**src/rtl/dmem_port_if.sv**
```systemverilog
// Bundle of both requester ports and the data-memory bus
// seen by the data-memory port arbiter.
interface dmem_port_if #(
  parameter int WIDTH  = 32,
  parameter int ADDR_W = 32
);
  logic              m0_req;
  logic              m0_we;
  logic              m0_lock;
  logic [ADDR_W-1:0] m0_addr;
  logic [WIDTH-1:0]  m0_wdata;
  logic              m0_gnt;
  logic              m0_rvalid;
  logic [WIDTH-1:0]  m0_rdata;

  logic              m1_req;
  logic              m1_we;
  logic              m1_lock;
  logic [ADDR_W-1:0] m1_addr;
  logic [WIDTH-1:0]  m1_wdata;
  logic              m1_gnt;
  logic              m1_rvalid;
  logic [WIDTH-1:0]  m1_rdata;

  logic              mem_we;
  logic [ADDR_W-1:0] mem_addr;
  logic [WIDTH-1:0]  mem_wdata;
  logic [WIDTH-1:0]  mem_rdata;

  modport master (
    output m0_req, m0_we, m0_lock,
    output m0_addr, m0_wdata,
    input  m0_gnt, m0_rvalid, m0_rdata,
    output m1_req, m1_we, m1_lock,
    output m1_addr, m1_wdata,
    input  m1_gnt, m1_rvalid, m1_rdata,
    input  mem_we, mem_addr, mem_wdata,
    output mem_rdata
  );

  modport slave (
    input  m0_req, m0_we, m0_lock,
    input  m0_addr, m0_wdata,
    output m0_gnt, m0_rvalid, m0_rdata,
    input  m1_req, m1_we, m1_lock,
    input  m1_addr, m1_wdata,
    output m1_gnt, m1_rvalid, m1_rdata,
    output mem_we, mem_addr, mem_wdata,
    input  mem_rdata
  );
endinterface

```
**src/rtl/dmem_port_arbiter.sv**
```systemverilog
// Round-robin arbiter with lock sharing one data memory
// between the load/store path (port 0) and the loader (port 1).
module dmem_port_arbiter #(
  parameter int WIDTH  = 32,
  parameter int ADDR_W = 32
) (
  input  logic        CLK,
  input  logic        RST,
  dmem_port_if.slave  bus
);

  typedef enum logic [1:0] {
    OWN_NONE = 2'd0,
    OWN_P0   = 2'd1,
    OWN_P1   = 2'd2
  } owner_e;

  owner_e owner_q, owner_d;
  logic   last_q, last_d;
  logic   rv0_q, rv0_d;
  logic   rv1_q, rv1_d;

  logic              gnt0, gnt1;
  logic              mwe;
  logic [ADDR_W-1:0] maddr;
  logic [WIDTH-1:0]  mwdata;

  // Grants are held off while reset is applied.
  always_comb begin
    gnt0 = 1'b0;
    gnt1 = 1'b0;
    unique case (owner_q)
      OWN_P0: gnt0 = bus.m0_req;
      OWN_P1: gnt1 = bus.m1_req;
      default: begin
        if (bus.m0_req && bus.m1_req) begin
          gnt0 = last_q;
          gnt1 = ~last_q;
        end else begin
          gnt0 = bus.m0_req;
          gnt1 = bus.m1_req;
        end
      end
    endcase
    if (RST) begin
      gnt0 = 1'b0;
      gnt1 = 1'b0;
    end
  end

  always_comb begin
    owner_d = owner_q;
    last_d  = last_q;
    rv0_d   = 1'b0;
    rv1_d   = 1'b0;
    if (gnt0) begin
      last_d  = 1'b0;
      owner_d = bus.m0_lock ? OWN_P0 : OWN_NONE;
      rv0_d   = ~bus.m0_we;
    end else if (gnt1) begin
      last_d  = 1'b1;
      owner_d = bus.m1_lock ? OWN_P1 : OWN_NONE;
      rv1_d   = ~bus.m1_we;
    end
  end

  always_ff @(posedge CLK or posedge RST) begin
    if (RST) begin
      owner_q <= OWN_NONE;
      last_q  <= 1'b1;
      rv0_q   <= 1'b0;
      rv1_q   <= 1'b0;
    end else begin
      owner_q <= owner_d;
      last_q  <= last_d;
      rv0_q   <= rv0_d;
      rv1_q   <= rv1_d;
    end
  end

  always_comb begin
    mwe    = 1'b0;
    maddr  = '0;
    mwdata = '0;
    if (gnt0) begin
      mwe    = bus.m0_we;
      maddr  = bus.m0_addr;
      mwdata = bus.m0_wdata;
    end else if (gnt1) begin
      mwe    = bus.m1_we;
      maddr  = bus.m1_addr;
      mwdata = bus.m1_wdata;
    end
  end

  assign bus.mem_we    = mwe;
  assign bus.mem_addr  = maddr;
  assign bus.mem_wdata = mwdata;

  assign bus.m0_gnt    = gnt0;
  assign bus.m1_gnt    = gnt1;
  assign bus.m0_rvalid = rv0_q;
  assign bus.m1_rvalid = rv1_q;
  assign bus.m0_rdata  = rv0_q ? bus.mem_rdata : '0;
  assign bus.m1_rdata  = rv1_q ? bus.mem_rdata : '0;

endmodule

```
**src/flat_wrapper.sv**
```systemverilog
// flat-port wrapper written by rule: the top's interface ports become plain ports
module dmem_port_arbiter_flat 
#(
  parameter int WIDTH  = 32,
  parameter int ADDR_W = 32
)
  (CLK, RST, bus_m0_req, bus_m0_we, bus_m0_lock, bus_m0_addr, bus_m0_wdata, bus_m0_gnt, bus_m0_rvalid, bus_m0_rdata, bus_m1_req, bus_m1_we, bus_m1_lock, bus_m1_addr, bus_m1_wdata, bus_m1_gnt, bus_m1_rvalid, bus_m1_rdata, bus_mem_we, bus_mem_addr, bus_mem_wdata, bus_mem_rdata);
  dmem_port_if #(.WIDTH(WIDTH), .ADDR_W(ADDR_W)) bus_i ();
  input  logic CLK;
  input  logic RST;
  input wire logic [$bits(bus_i.m0_req)-1:0] bus_m0_req;
  input wire logic [$bits(bus_i.m0_we)-1:0] bus_m0_we;
  input wire logic [$bits(bus_i.m0_lock)-1:0] bus_m0_lock;
  input wire logic [$bits(bus_i.m0_addr)-1:0] bus_m0_addr;
  input wire logic [$bits(bus_i.m0_wdata)-1:0] bus_m0_wdata;
  output wire logic [$bits(bus_i.m0_gnt)-1:0] bus_m0_gnt;
  output wire logic [$bits(bus_i.m0_rvalid)-1:0] bus_m0_rvalid;
  output wire logic [$bits(bus_i.m0_rdata)-1:0] bus_m0_rdata;
  input wire logic [$bits(bus_i.m1_req)-1:0] bus_m1_req;
  input wire logic [$bits(bus_i.m1_we)-1:0] bus_m1_we;
  input wire logic [$bits(bus_i.m1_lock)-1:0] bus_m1_lock;
  input wire logic [$bits(bus_i.m1_addr)-1:0] bus_m1_addr;
  input wire logic [$bits(bus_i.m1_wdata)-1:0] bus_m1_wdata;
  output wire logic [$bits(bus_i.m1_gnt)-1:0] bus_m1_gnt;
  output wire logic [$bits(bus_i.m1_rvalid)-1:0] bus_m1_rvalid;
  output wire logic [$bits(bus_i.m1_rdata)-1:0] bus_m1_rdata;
  output wire logic [$bits(bus_i.mem_we)-1:0] bus_mem_we;
  output wire logic [$bits(bus_i.mem_addr)-1:0] bus_mem_addr;
  output wire logic [$bits(bus_i.mem_wdata)-1:0] bus_mem_wdata;
  input wire logic [$bits(bus_i.mem_rdata)-1:0] bus_mem_rdata;
  assign bus_i.m0_req = bus_m0_req;
  assign bus_i.m0_we = bus_m0_we;
  assign bus_i.m0_lock = bus_m0_lock;
  assign bus_i.m0_addr = bus_m0_addr;
  assign bus_i.m0_wdata = bus_m0_wdata;
  assign bus_m0_gnt = bus_i.m0_gnt;
  assign bus_m0_rvalid = bus_i.m0_rvalid;
  assign bus_m0_rdata = bus_i.m0_rdata;
  assign bus_i.m1_req = bus_m1_req;
  assign bus_i.m1_we = bus_m1_we;
  assign bus_i.m1_lock = bus_m1_lock;
  assign bus_i.m1_addr = bus_m1_addr;
  assign bus_i.m1_wdata = bus_m1_wdata;
  assign bus_m1_gnt = bus_i.m1_gnt;
  assign bus_m1_rvalid = bus_i.m1_rvalid;
  assign bus_m1_rdata = bus_i.m1_rdata;
  assign bus_mem_we = bus_i.mem_we;
  assign bus_mem_addr = bus_i.mem_addr;
  assign bus_mem_wdata = bus_i.mem_wdata;
  assign bus_i.mem_rdata = bus_mem_rdata;
  dmem_port_arbiter #(.WIDTH(WIDTH), .ADDR_W(ADDR_W)) u_core (.CLK(CLK), .RST(RST), .bus(bus_i));
endmodule
```
**config.mk**
```make
export PLATFORM = sky130hd
export DESIGN_NAME = dmem_port_arbiter_flat
export DESIGN_NICKNAME = d
export VERILOG_FILES = /design/src/rtl/dmem_port_if.sv /design/src/rtl/dmem_port_arbiter.sv /design/src/flat_wrapper.sv
export SDC_FILE = /design/constraint.sdc
export NUM_CORES = 1
export LEC_CHECK = 0
export ABC_CLOCK_PERIOD_IN_PS = 2100
export BUFFER_PORTS_ARGS = -buffer_cell sky130_fd_sc_hd__buf_2
export CELL_PAD_IN_SITES_DETAIL_PLACEMENT = 1
export CELL_PAD_IN_SITES_GLOBAL_PLACEMENT = 1
export CORE_ASPECT_RATIO = 0.6
export CORE_MARGIN = 10
export CORE_UTILIZATION = 18
export CTS_CLUSTER_DIAMETER = 100
export CTS_CLUSTER_SIZE = 30
export DETAILED_ROUTE_END_ITERATION = 6
export PLACE_DENSITY_LB_ADDON = 0.2
export SYNTH_ARGS = -nofsm -noshare
export SYNTH_HDL_FRONTEND = slang
export SYNTH_SLANG_ARGS = --single-unit
```
**constraint.sdc**
```tcl
create_clock -name CLK -period 2.1 [get_ports CLK]
set_input_delay 0.105 -clock CLK [delete_from_list [all_inputs] [get_ports CLK]]
set_output_delay 0.105 -clock CLK [all_outputs]
set_load 0.03 [all_outputs]
```
Word-level counts from Yosys, hierarchy flattened:

Cells that the tools add are included.

* reductions and logical operators: 2
* equal/unequal tests: 2
* bitwise gates (word level): 3
* multiplexer cells: 23

Operators with widths (count)
* $mux W32: 6
* $mux W1: 12
* $mux W2: 3
* $pmux W1 S2: 2
* $not A1 Y1: 3
* $eq A2 B1 Y1 const B: 1
* $eq A2 B2 Y1 const B: 1
* $reduce_bool A2 Y1: 1
* $logic_and A1 B1 Y1: 1

* word-level logic and storage cells: 34
* output and inout port bits: 133
* input port bits: 168
* flip-flop bits (word level): 5

Logic depth before layout (Yosys ltp):

Gate-level depths: netlist of the first run.

* depth after elaboration: 6
* mapped depth: 8
* gate-level depth less buffers: 6

Worst setup path before layout of the first run:

Ideal clock, no wire load.

* path type: flip-flop to output port
* from: reg u_core.owner_q[0]
* to: out bus_mem_wdata[12]
* arrival time: 1.988 ns
* cell stages (with the launch flop): 7
* required time: 1.995 ns
* path slack: 0.007 ns
* cells stage by stage: dfrtp_1 > inv_1 > ha_1 > o2111ai_1 > buf_4 > buf_6 > mux2i_1

* cells in the longest elaborated chain, start to end: 5
* elaborated cells between the ends (all ways): 8

Ends and longest elaborated chain
* from (decl): line dmem_port_arbiter.sv:18 `owner_e owner_q, owner_d;`
* from (signal assigned): line dmem_port_arbiter.sv:74 `owner_q <= owner_d;`
* $eq A2 B2 Y1 / $eq A2 B1 Y1 (equally long branches): line dmem_port_arbiter.sv:32 `unique case (owner_q)`
* $pmux W1 S2: line dmem_port_arbiter.sv:32
* $mux W1: line dmem_port_arbiter.sv:45 `if (RST) begin`
* $mux W32: line dmem_port_arbiter.sv:89 `end else if (gnt1) begin`
* $mux W32 (*): line dmem_port_arbiter.sv:85 `if (gnt0) begin`
* to (decl): line flat_wrapper.sv:29 `output wire logic [$bits(bus_i.mem_wdata)-1:0] bus_mem_wdata;`

Every way passes the cells marked *; elsewhere a longest branch is shown, timed or not.

Worst setup path in the final report of the first run:

* from: reg u_core.owner_q[1]
* to: out bus_mem_wdata[16]

Same word-level chain as after synthesis.

==> results.cfg, run 1 <==
[run_status]
status = finished, final reports clean

[global_route]
met1_usage = 0.1695
grt_pass1_vias = 3611
antenna_found_initial = 1
use_met3 = 0.04387
grt_max_degree = 48
grt_pass1_wl_um = 21100
track_usage = 0.1522
grt-busiest-layer = met2
use_met2 = 0.2804
grt_overflow = 0

[floorplanning]
initial_core_util = 0.1870
core_area_um2 = 11450
die_h_um = 104.5
rows = 30
ios = 301
die_area_um2 = 16800
die-width_um = 160.8

[logic_synthesis]
avgSynthCellArea_um2 = 6.669
synth-edff-count = 0
ys_seq_area_frac = 0.05903
synth_top_cell_by_area = mux2i_1
syn-num-nets = 491
syn_area_um2 = 2141
synth-warning-count = 0
synth_top_area_frac = 0.3039
synth.area.top_cells = mux2i_1 30%, nand4_1 19%, and2_1 19%, inv_1 12%, dfrtp_1 4.7%
ys_types = 24
yosysMostFrequentCell = inv_1
synthCells = 321
ys.flop_type = dfrtp_1
synthTopCellsByCount = 69 x inv_1, 66 x nand4_1, 65 x mux2i_1
async_flop_share = 1.000
synth_seq_cells = 5

[timing]
hold_viol = 0
final_max_slew_viol_count = 0
grt_setup_unrepaired = yes
clock.fmax_mhz = 477.8
setup_violations = 0
worst-slew-pin-transition_ps = 836.2
slew_headroom = 0.4426
timing.hold.ws_ps = 45.98
period_share = 0.9966
period_needed_ps = 2093
skew_ps = 1.444
final.setup.tns_ps = 0

[placement]
hpwl_um = 11490
post-place-cells = 755
gp_congestion = 0.7770
port_buffers = 300

[critical_path]
required_ps = 2000
critPathSlowestCell = dfrtp_1
worstPathCellList = ha_4, nand3b_1, o2111ai_4, clkbuf_16, buf_16, mux2i_1, buf_4
critical_path.startpoint = u_core.owner_q[1]
r2r-start = u_core.owner_q[1]
r2r_cells = 7
cp.arrival_ps = 1990
end_kind = primary output
r2r-end = u_core.owner_q[0]
critPathMaxStageDelay_ps = 400
endpoint = bus_mem_wdata[16]
critPathMaxFanout = 6
worst_setup_path_start_kind = flop
worst-setup-path-type = flop to primary output
r2r_slack_ps = 190

[layout]
seqCellArea_um2 = 126.4
drive_gt1_frac = 0.5610
layout.nets = 786
fillerInstances = 1491
final_cells = 778
area_growth_syn_to_layout_pct = 106.9
multi_input_comb_area_um2 = 1674
fin_util = 0.3869

[clocking]
cts_sinks = 5
cts_max_level = 1
clk_path_buf_depth = 2
clock-root-buffer = clkbuf_16
cts_tree = done
clock_latency_ps = 230
cts_made_buffers = 3
clk_pin_slew_ps = 30

[pwr]
p_total_mw = 4.796
p_per_area_nw_per_um2 = 1083
total_leakage_power_nw = 2.932
ir_worst_vdd_uv = 490.4

[drt]
antenna_left = 0
wl_per_cell_um = 18.82
via_per_inst = 4.375
drcViolationCount = 0
postRouteWirelength_um = 14640
drtPass1Iterations = 6
vias = 3404
drtIter0Drc = 100

[hold_path]
hp-class = primary input to flop

[flow_run]
max_cap_violations = 0
-- cell type report --
| cell class | instances | area share |
|---|---|---|
| antenna | 3 | 0.001695 |
| clock buffer | 4 | 0.01780 |
| tap | 160 | 0.04520 |
| multi-input combinational | 211 | 0.3780 |
| timing repair buffer | 326 | 0.4695 |
| sequential | 5 | 0.02853 |
| inverter | 69 | 0.05932 |
-- worst min-delay path by stage --
| stage | startpoint | to | slack (ps) | cells past startpoint |
|---|---|---|---|---|
| after global routing | bus_m0_we | u_core.bus.m0_rvalid | 60 | 2 |
| final | bus_m0_we | u_core.bus.m0_rvalid | 50 | 2 |
| after floorplan | RST | u_core.bus.m0_rvalid | -110 | 1 |
| after detailed placement | RST | u_core.bus.m1_rvalid | 90 | 2 |
| after global placement | RST | u_core.bus.m1_rvalid | 90 | 2 |
| after CTS | bus_m0_we | u_core.bus.m0_rvalid | 40 | 2 |
-- metal layers --
layer  share of wire  vias up
li1                -     1677
met1            0.40     1565
met2            0.51      152
met3           0.074       10
met4           0.011        0
met5               0        -
-- layout by cell type, fill, tap and decap left out, drive strengths merged, types with 2 or more instances in the layout --
master  Yosys  layout
nand4      66      66
nor2        2       2
a21oi       2       2
diode       0       3
mux2i      65      65
inv        69      68
ha          2       2
dfrtp       4       4
clkbuf     21      10
buf        15     319
and2       64      64
-- timing repair --
item | 4_1_cts | 5_1_grt
gates cloned | 2 | 6
hold endpoints to repair | 4 | 0
pin swaps | 2 | 1
setup buffers | 2 | 6
gates resized for setup | 47 | 59
hold buffers | 1 | 0
endpoints found under the setup margin | 66 | 66
-- power by group --
part	switching (mW)	internal (mW)	total, mW	leakage, nW
sequential	0.0684	0.139	0.208	0.0638
clock	0.0644	0.252	0.316	0.0382
combinational	2.60	1.67	4.27	2.83
-- critical path, delay by kind of cell, from the launching register on --
kind            cells  cell delay (ps)
buf+inv             3              550
flops               1              400
fa+ha+maj           1              310
mux                 1              210
compound gates      1              140
simple gates        1              130
-- kinds of logic after synthesis --
group	count (synthesis)	share of synthesized area
buffers and inverters	105	0.2005
AO/OA/AOI/OAI	5	0.01578
AND/OR/NAND/NOR	138	0.4039
multiplexers	66	0.3092
adder cells (fa/ha/maj)	2	0.01169
flip-flops	5	0.05903
-- state kept, by name (all words and copies together), names as in the netlist --
signal and flops:
u_core.owner_q 2, u_core.bus.m0_rvalid 1, u_core.bus.m1_rvalid 1, u_core.last_q 1
-- metrics by stage --
step / instance area, um2 / setup slack (ps)
after floorplan: 2141 / 7.383
after global placement: 3822 / 176.5
after detailed placement: 3822 / 124.1
after CTS: 4130 / -12.06
after global routing: 4424 / -85.60
final: 4429 / 7.108
No activity file was read; power rests on OpenSTA's default activity.
==> inputs of run 2 (changes only) <==
--- a/constraint.sdc
+++ b/constraint.sdc
@@ -3,2 +3,2 @@
 set_output_delay 0.105 -clock CLK [all_outputs]
-set_load 0.03 [all_outputs]
+set_load 0.05 [all_outputs]
==> results.cfg, run 2 (synthesis results as in run 1) <==
[timing]
worst_slack_ps = -87.16
final.setup.tns_ps = -985.1
final_max_slew_viol_count = 0
period_share = 1.042
skew_ps = 1.309
hold_viol = 0
clock.fmax_mhz = 457.2
grt_setup_unrepaired = yes
period_needed_ps = 2187
setup_violations = 36
slew_headroom = 0.5018
worst-slew-pin-transition_ps = 747.3

[layout]
finish.instance_area_um2 = 4817
seqCellArea_um2 = 126.4
fillerInstances = 1463
final_common_cell = buf_2
final_cell_mix = 234 x buf_2, 67 x inv_1, 66 x nand4_1
regMostFlops = u_core.owner_q
drive_gt1_frac = 0.5977
layout.nets = 785
area_growth_syn_to_layout_pct = 125.0
multi_input_comb_area_um2 = 1946
largest_reg_flops = 2

[clocking]
cts_made_buffers = 3
clock-root-buffer = clkbuf_16
cts_tree = done
clk_path_buf_depth = 2
clk_pin_slew_ps = 40
cts_max_level = 1
cts_sinks = 5
clock_latency_ps = 230

[pwr]
pwr-share-comb = 0.918
netSwitchingFraction = 0.5956
pwr-share-clk = 0.052
seq_power_share = 0.030
total_leakage_power_nw = 2.889
p_int_mw = 2.514
ir_worst_vdd_uv = 628.3
p_per_area_nw_per_um2 = 1291
p_switching_mw = 3.703

[floorplanning]
ios = 301
initial_core_util = 0.1870
core_area_um2 = 11450
rows = 30
die-width_um = 160.8
die_h_um = 104.5
die_area_um2 = 16800

[drt]
drcViolationCount = 0
via_per_inst = 4.526
antenna_left = 0
drtPass1Iterations = 4
vias = 3508
drtIter0Drc = 127
postRouteWirelength_um = 15420
wl_per_cell_um = 19.90

[hold_path]
hp-class = primary input to asynchronous set/reset pin

[critical_path]
cp.arrival_ps = 2080
required_ps = 2000
worst-setup-path-type = flop to primary output
crit_buf_inv = 5
critPathMaxFanout = 8
end_kind = primary output
worstPathCellList = buf_4, ha_1, o2111ai_4, buf_6, buf_12, buf_12, mux2i_4, buf_6
critPathMaxStageDelay_ps = 390
critPathSlowestCell = dfrtp_1
worst_setup_path_start_kind = flop
cp_top_family = buffers and inverters

[placement]
port_buffers = 300
gp_congestion = 0.8201
placed_area_um2 = 4119
hpwl_um = 12380

[global_route]
use_met2 = 0.3039
track_usage = 0.1663
grt_overflow = 0
antenna_found_initial = 1
use_met3 = 0.05217
grt_pass1_wl_um = 22890
met1_usage = 0.1844
grt_max_degree = 46
grt-busiest-layer = met2
grt_pass1_vias = 3816

[flow_run]
max_cap_violations = 0

[run_status]
violations = negative setup slack
status = complete, but fails checks
[run 2: final timing paths]
kind	startpoint	to	slack, ps	depth (start not counted)
max reg2reg	u_core.owner_q[0]	u_core.owner_q[1]	260	9
min	RST	u_core.last_q	0.3	2
min in group CLK	bus_m0_we	u_core.bus.m0_rvalid	60	2
max	u_core.owner_q[0]	bus_mem_addr[18]	-90	8
max in group asynchronous	RST	u_core.bus.m1_rvalid	1440	3
min reg2reg	u_core.last_q	u_core.last_q	550	2
[run 2: power by group through the flow]
| stage | clock [mW] | combinational, mW | sequential, mW |
|---|---|---|---|
| floorplan | 0 | 3.51 | 0.180 |
| global placement | 0 | 4.74 | 0.181 |
| detailed placement | 0 | 4.79 | 0.182 |
| CTS | 0.324 | 5.48 | 0.185 |
| global route | 0.337 | 5.99 | 0.195 |
| finish | 0.323 | 5.71 | 0.187 |
[run 2: routing by layer]
metal	vias to the layer above	part of all wire
li1	1680	-
met1	1663	0.40
met2	151	0.52
met3	14	0.072
met4	0	0.012
met5	-	0
[run 2: per-stage QoR]
| stage | util | power (mW) | hold slack (ps) | setup slack [ps] | std cells |
|---|---|---|---|---|---|
| floorplan | - | 3.689 | -109.0 | -208.1 | 321 |
| global placement | 0.3598 | 4.924 | 83.45 | 56.03 | 756 |
| detailed placement | 0.3598 | 4.977 | 93.16 | -22.45 | 756 |
| CTS | 0.4054 | 5.985 | 5.058 | -63.25 | 768 |
| global route | 0.4208 | 6.517 | 13.67 | -185.5 | 775 |
| finish | 0.4208 | 6.217 | 0.3102 | -87.16 | 775 |
[run 2: layout make-up]
cell class                      count  area share
Antenna cell                        1   0.0005195
Clock buffer                        4     0.01636
Inverter                           69     0.05455
Multi-Input combinational cell    211      0.4039
Sequential cell                     5     0.02623
Tap cell                          160     0.04156
Timing Repair Buffer              325      0.4569
[run 2: timing repair]
action,in CTS,in global routing
setup buffers,4,4
gates resized for setup,104,16
setup endpoints to repair,67,66
gates cloned,3,2
hold endpoints to repair,4,0
pin swaps,2,3
hold buffers,1,0
